## src/rtl/pc_btb_unit.sv

```systemverilog
// pc_btb_unit: fetch PC generator with a direct-mapped BTB and 2-bit
// saturating direction counters. Resolved outcomes from execute train the
// BTB and, on a mispredict, redirect fetch and raise flush.
// Optional feature: define PC_BTB_PERF_EN to build the CTI / mispredict
// performance counters; otherwise both perf outputs are tied to zero.
module pc_btb_unit #(
    parameter int unsigned              ADDRESS_WIDTH = 32,
    parameter int unsigned              BTB_ENTRIES   = 16,
    parameter logic [ADDRESS_WIDTH-1:0] RESET_VECTOR  = '0
) (
    input  logic                     clk,
    input  logic                     rst,
    input  logic                     trigger,
    input  logic                     stall_f,
    input  logic                     ex_valid,
    input  logic                     ex_is_cti,
    input  logic                     ex_taken,
    input  logic [ADDRESS_WIDTH-1:0] ex_pc,
    input  logic [ADDRESS_WIDTH-1:0] ex_target,
    input  logic                     ex_pred_taken,
    input  logic [ADDRESS_WIDTH-1:0] ex_pred_target,
    output logic [ADDRESS_WIDTH-1:0] pc,
    output logic [ADDRESS_WIDTH-1:0] pcplus4,
    output logic                     pred_taken,
    output logic [ADDRESS_WIDTH-1:0] pred_target,
    output logic                     flush,
    output logic [31:0]              perf_cti_count,
    output logic [31:0]              perf_mispredict_count
);

    localparam int unsigned IDX   = $clog2(BTB_ENTRIES);
    localparam int unsigned TAG_W = ADDRESS_WIDTH - IDX - 2;

    logic [BTB_ENTRIES-1:0]   valid_q;
    logic [TAG_W-1:0]         tag_mem [BTB_ENTRIES];
    logic [ADDRESS_WIDTH-1:0] tgt_mem [BTB_ENTRIES];
    logic [1:0]               ctr_mem [BTB_ENTRIES];

    logic [IDX-1:0]           f_idx;
    logic [TAG_W-1:0]         f_tag;
    logic                     f_hit;
    logic [IDX-1:0]           ex_idx;
    logic [TAG_W-1:0]         ex_tag;
    logic                     ex_hit;
    logic [ADDRESS_WIDTH-1:0] redirect;
    logic                     ctr_wr;
    logic                     tgt_wr;
    logic                     alloc;
    logic                     inval;
    logic [1:0]               ctr_cur;
    logic [1:0]               ctr_nxt;

    assign f_idx  = pc[IDX+1:2];
    assign f_tag  = pc[ADDRESS_WIDTH-1:IDX+2];
    assign ex_idx = ex_pc[IDX+1:2];
    assign ex_tag = ex_pc[ADDRESS_WIDTH-1:IDX+2];

    // Fetch-side lookup (sees pre-update contents) and mispredict detection
    always_comb begin
        pcplus4     = pc + ADDRESS_WIDTH'(4);
        f_hit       = valid_q[f_idx] && (tag_mem[f_idx] == f_tag);
        pred_taken  = f_hit && ctr_mem[f_idx][1];
        pred_target = pred_taken ? tgt_mem[f_idx] : pcplus4;
        ex_hit      = valid_q[ex_idx] && (tag_mem[ex_idx] == ex_tag);
        flush       = ex_valid &&
                      ((ex_taken != ex_pred_taken) ||
                       (ex_taken && (ex_pred_target != ex_target)));
        redirect    = ex_taken ? ex_target : (ex_pc + ADDRESS_WIDTH'(4));
    end

    // Decide the BTB write for the resolved execute instruction
    always_comb begin
        ctr_wr  = 1'b0;
        tgt_wr  = 1'b0;
        alloc   = 1'b0;
        inval   = 1'b0;
        ctr_cur = ctr_mem[ex_idx];
        ctr_nxt = ctr_cur;
        if (ex_valid) begin
            if (ex_is_cti) begin
                if (ex_hit) begin
                    ctr_wr = 1'b1;
                    tgt_wr = ex_taken;
                    if (ex_taken && (ctr_cur != 2'b11)) begin
                        ctr_nxt = ctr_cur + 2'd1;
                    end else if (!ex_taken && (ctr_cur != 2'b00)) begin
                        ctr_nxt = ctr_cur - 2'd1;
                    end
                end else if (ex_taken) begin
                    alloc   = 1'b1;
                    ctr_wr  = 1'b1;
                    tgt_wr  = 1'b1;
                    ctr_nxt = 2'b10;
                end
            end else if (ex_hit) begin
                inval = 1'b1;
            end
        end
    end

    // Next fetch PC: reset, redirect, hold, then prediction
    always_ff @(posedge clk) begin
        if (rst) begin
            pc <= RESET_VECTOR;
        end else if (flush) begin
            pc <= redirect;
        end else if (trigger && !stall_f) begin
            pc <= pred_target;
        end
    end

    // Valid bits are the only BTB state that needs reset
    always_ff @(posedge clk) begin
        if (rst) begin
            valid_q <= '0;
        end else if (alloc) begin
            valid_q[ex_idx] <= 1'b1;
        end else if (inval) begin
            valid_q[ex_idx] <= 1'b0;
        end
    end

    // Tag, target and counter storage; meaningless while the entry is invalid
    always_ff @(posedge clk) begin
        if (ctr_wr) begin
            ctr_mem[ex_idx] <= ctr_nxt;
        end
        if (tgt_wr) begin
            tgt_mem[ex_idx] <= ex_target;
        end
        if (alloc) begin
            tag_mem[ex_idx] <= ex_tag;
        end
    end

`ifdef PC_BTB_PERF_EN
    // Free-running wrap-around event counters
    always_ff @(posedge clk) begin
        if (rst) begin
            perf_cti_count        <= '0;
            perf_mispredict_count <= '0;
        end else begin
            if (ex_valid && ex_is_cti) begin
                perf_cti_count <= perf_cti_count + 32'd1;
            end
            if (flush) begin
                perf_mispredict_count <= perf_mispredict_count + 32'd1;
            end
        end
    end
`else
    assign perf_cti_count        = '0;
    assign perf_mispredict_count = '0;
`endif

endmodule

```

## config.mk

```make
export PLATFORM = sky130hd
export DESIGN_NAME = pc_btb_unit
export DESIGN_NICKNAME = d
export VERILOG_FILES = /design/src/rtl/pc_btb_unit.sv
export SDC_FILE = /design/constraint.sdc
export NUM_CORES = 1
export LEC_CHECK = 0
export CORE_ASPECT_RATIO = 1.2
export CORE_UTILIZATION = 54
export DETAILED_ROUTE_END_ITERATION = 10
export HOLD_SLACK_MARGIN = 0.03
export PLACE_DENSITY = 0.76
export SLEW_MARGIN = 20
export SYNTH_ARGS = -nofsm -noshare
export SYNTH_HDL_FRONTEND = slang
export SYNTH_SLANG_ARGS = --single-unit
```

## constraint.sdc

```tcl
create_clock -name clk -period 5.4 [get_ports clk]
set_clock_uncertainty 0.05 [all_clocks]
set_input_delay 1.35 -clock clk [delete_from_list [all_inputs] [get_ports clk]]
set_output_delay 1.35 -clock clk [all_outputs]
set_load 0.05 [all_outputs]
```

==> results of run 1 <==
[metal layers]
metal	up-vias	wire length, um	global-route usage, %
met1	14100	46200	41.6
met2	2365	66500	51.8
met5	-	13	0
met3	455	16800	7.38
li1	10800	-	-
met4	2	8010	17.3
[report_power, final]
part	leakage (nW)	internal (mW)	switching [mW]	total, mW
logic	7.20	0.975	1.33	2.31
registers	9.06	8.66	0.0771	8.73
clock network	1.59	4.08	2.97	7.05
[per-stage QoR]
stage / hold slack, ps / area [sq um] / utilization, % / total power [mW]
after global placement: 410 / 51100 / 61.0 / 11.1
final: 434 / 54800 / 65.5 / 18.1
after global routing: 455 / 54800 / 65.5 / 18.5
after floorplan: 399 / 46100 / - / 10.2
after detailed placement: 419 / 51100 / 61.0 / 11.1
after CTS: 433 / 54700 / 65.3 / 18.1
[cells in the mapped netlist, drive strengths merged, types with 34 or more instances]
master and instances:
xor2 59, dfxtp 52, buf 146, mux2 46, mux2i 64, nor2 88, clkbuf 80, nand2 72
xnor2 66, nand3 34, edfxtp 960, mux4 403
[final cells by class]
cell class	count	area share (%)
Sequential cell	1012	54.5
Multi-Input combinational cell	1232	27.7
Timing Repair Buffer	481	9.04
Clock buffer	122	4.63
Tap cell	1121	2.56
Clock inverter	54	1.37
Inverter	28	0.196
[timing repair]
action | in CTS | in global routing
setup endpoints to repair | 35 | 37
pin swaps | 3 | 9
buffers inserted | 9 | 4
hold endpoints to repair | 0 | 0
cloned | 0 | 1
gates resized for setup | 42 | 18
hold buffers | 0 | 0
[worst max path at each step]
stage / slack [ps] / start / endpoint
6_report: -270 / flop / pred_target[21]
5_1_grt: -380 / flop / pred_target[24]
4_1_cts: -250 / flop / pred_target[25]
3_5_place_dp: 20 / flop / pred_target[22]
3_3_place_gp: 90 / flop / pred_target[22]
2_1_floorplan: -260 / ex_pc[2] / tag_mem[12][0]$_DFFE_PP_
[registers in the layout, indices dropped and copies added (netlist names), named ones only]
register	cells
tgt_mem	512
ctr_mem	32
pc	32
tag_mem	416
[worst max-delay path: stages (launching register included)]
cell and delay (ps):
dfxtp_4 370, buf_12 150, buf_6 150, mux4_2 490, mux4_2 600, xnor2_4 230
nand2_1 120, nor4_4 350, nand3_2 160, or2_4 300, buf_12 160, mux2_2 320
buf_12 160
[cells by family after synthesis]
family / Yosys count / share of synthesized area, %
buf+inv: 254 / 3.04
xor+xnor: 125 / 2.39
flops: 1012 / 65.2
compound gates: 187 / 3.01
mux: 513 / 22.5
simple gates: 336 / 3.71
fa+ha+maj: 7 / 0.191
other cells: 1 / 0.00818
==> flow_metrics.py, run 1 <==
metrics = {
    "power": {
        "power_per_cell_area_nw_per_um2": 330,
        "vdd_ir_drop_max_mv": 0.321,
        "power.leakage_nw": 17.9,
    },
    "status": {
        "violations": "negative setup slack",
        "run_status": "complete, but fails checks",
    },
    "critical_path": {
        "reg2reg_slack_ps": 1340,
        "crit_required_ps": 4000,
        "r2r_cells": 13,
        "critPathArrivalTime_ps": 4270,
        "reg2reg_to": "pc[23]$_SDFFE_PP0N_",
        "startpoint_type": "flop",
        "cp_max_fo": 9,
        "end_kind": "output port",
        "critical_path_class": "reg -> out",
    },
    "synthesis": {
        "synthArstFlopShare_pct": 0,
        "yosysTopAreaCell": "edfxtp_1",
        "synth_area_per_cell_sq_um": 18.8,
        "netlist_area_sq_um": 45800,
        "yosys_warnings": 0,
        "synth_cell_types": 67,
        "synthCells": 2435,
        "yosysSeqAreaShare_pct": 65.2,
        "ys_ff_latch": 1012,
        "synth_top_area_share_pct": 62.9,
        "synthFlopType": "edfxtp_1",
        "synth_edf_count": 960,
        "synthTopCellsByArea": "edfxtp_1, mux4_2, dfxtp_1",
    },
    "die": {
        "start_util_pct": 54.7,
        "die_area_sq_um": 86000,
        "die_height_um": 321,
        "ios": 266,
        "die_width_um": 268,
        "std_cell_rows": 116,
        "core-area_sq_um": 83700,
    },
    "placement": {
        "pre_cts_slack_ps": 20.6,
        "gp_congestion": 0.956,
        "io_buffers": 201,
        "placedCellCount": 3861,
        "dp_hpwl_um": 90000,
    },
    "finish": {
        "fillCellCount": 5332,
        "final_cells": 4050,
        "multiInputGateArea_sq_um": 15200,
        "antenna_cells": 0,
        "flow.area_growth_from_synthesis_pct": 19.6,
        "final_common_cell": "edfxtp_1",
        "final_cell_mix": "edfxtp_1, mux4_2, buf_4",
        "drive_gt1_share_pct": 33.6,
        "nets": 2961,
        "seqCellArea_sq_um": 29900,
    },
    "global_route": {
        "antenna_found_initial": 2,
        "grt-ovfl-total": 0,
        "grt_pass1_wl_um": 197000,
        "grt_max_degree": 90,
        "grt_pass1_vias": 28400,
        "track_usage_pct": 32.5,
    },
    "clock_tree": {
        "cts_buffers": 95,
        "cts_buffer_depth": 3,
        "clk_latency_ps": 680,
        "cts_tree": "done",
        "root_buffer": "clkbuf_16",
        "cts_max_level": 3,
        "cts.reportedPaths.clkPinSlew_ps": 60,
        "cts_num_sinks": 1012,
    },
    "detailed_routing": {
        "wl_per_cell_um": 34.0,
        "via_count": 27800,
        "drcViolationCount": 0,
        "first_pass_iters": 8,
        "ant_nets": 0,
        "drt_wl_total_um": 138000,
        "viasPerCell": 6.86,
        "drt-initial-drc-count": 4082,
    },
    "timing": {
        "max_freq_ghz": 0.176,
        "setup_tns_ps": -7500,
        "drv_slew": 0,
        "worst_slack_ps": -270,
        "period_share_pct": 105,
        "period_minus_slack_ps": 5670,
        "setup_viol_count_final": 33,
        "slew_headroom_pct": 29.5,
        "worstMarginPinSlew_ps": 1060,
        "rsz0062_at_grt": "true",
        "timing_hold_violations_final": 0,
    },
    "flow_run": {
        "maxCapViolations": 0,
    },
    "worst_hold_path": {
        "hold_path.class": "reg -> reg",
        "hold_depth": 1,
    },
}
Note: power is estimated with default switching activity, not from simulation.
==> run 2, diff against run 1 <==
- SLEW_MARGIN: 20 -> unset
==> results of run 2 <==
No change in the layout: final DEF, timing and power equal those of run 1.
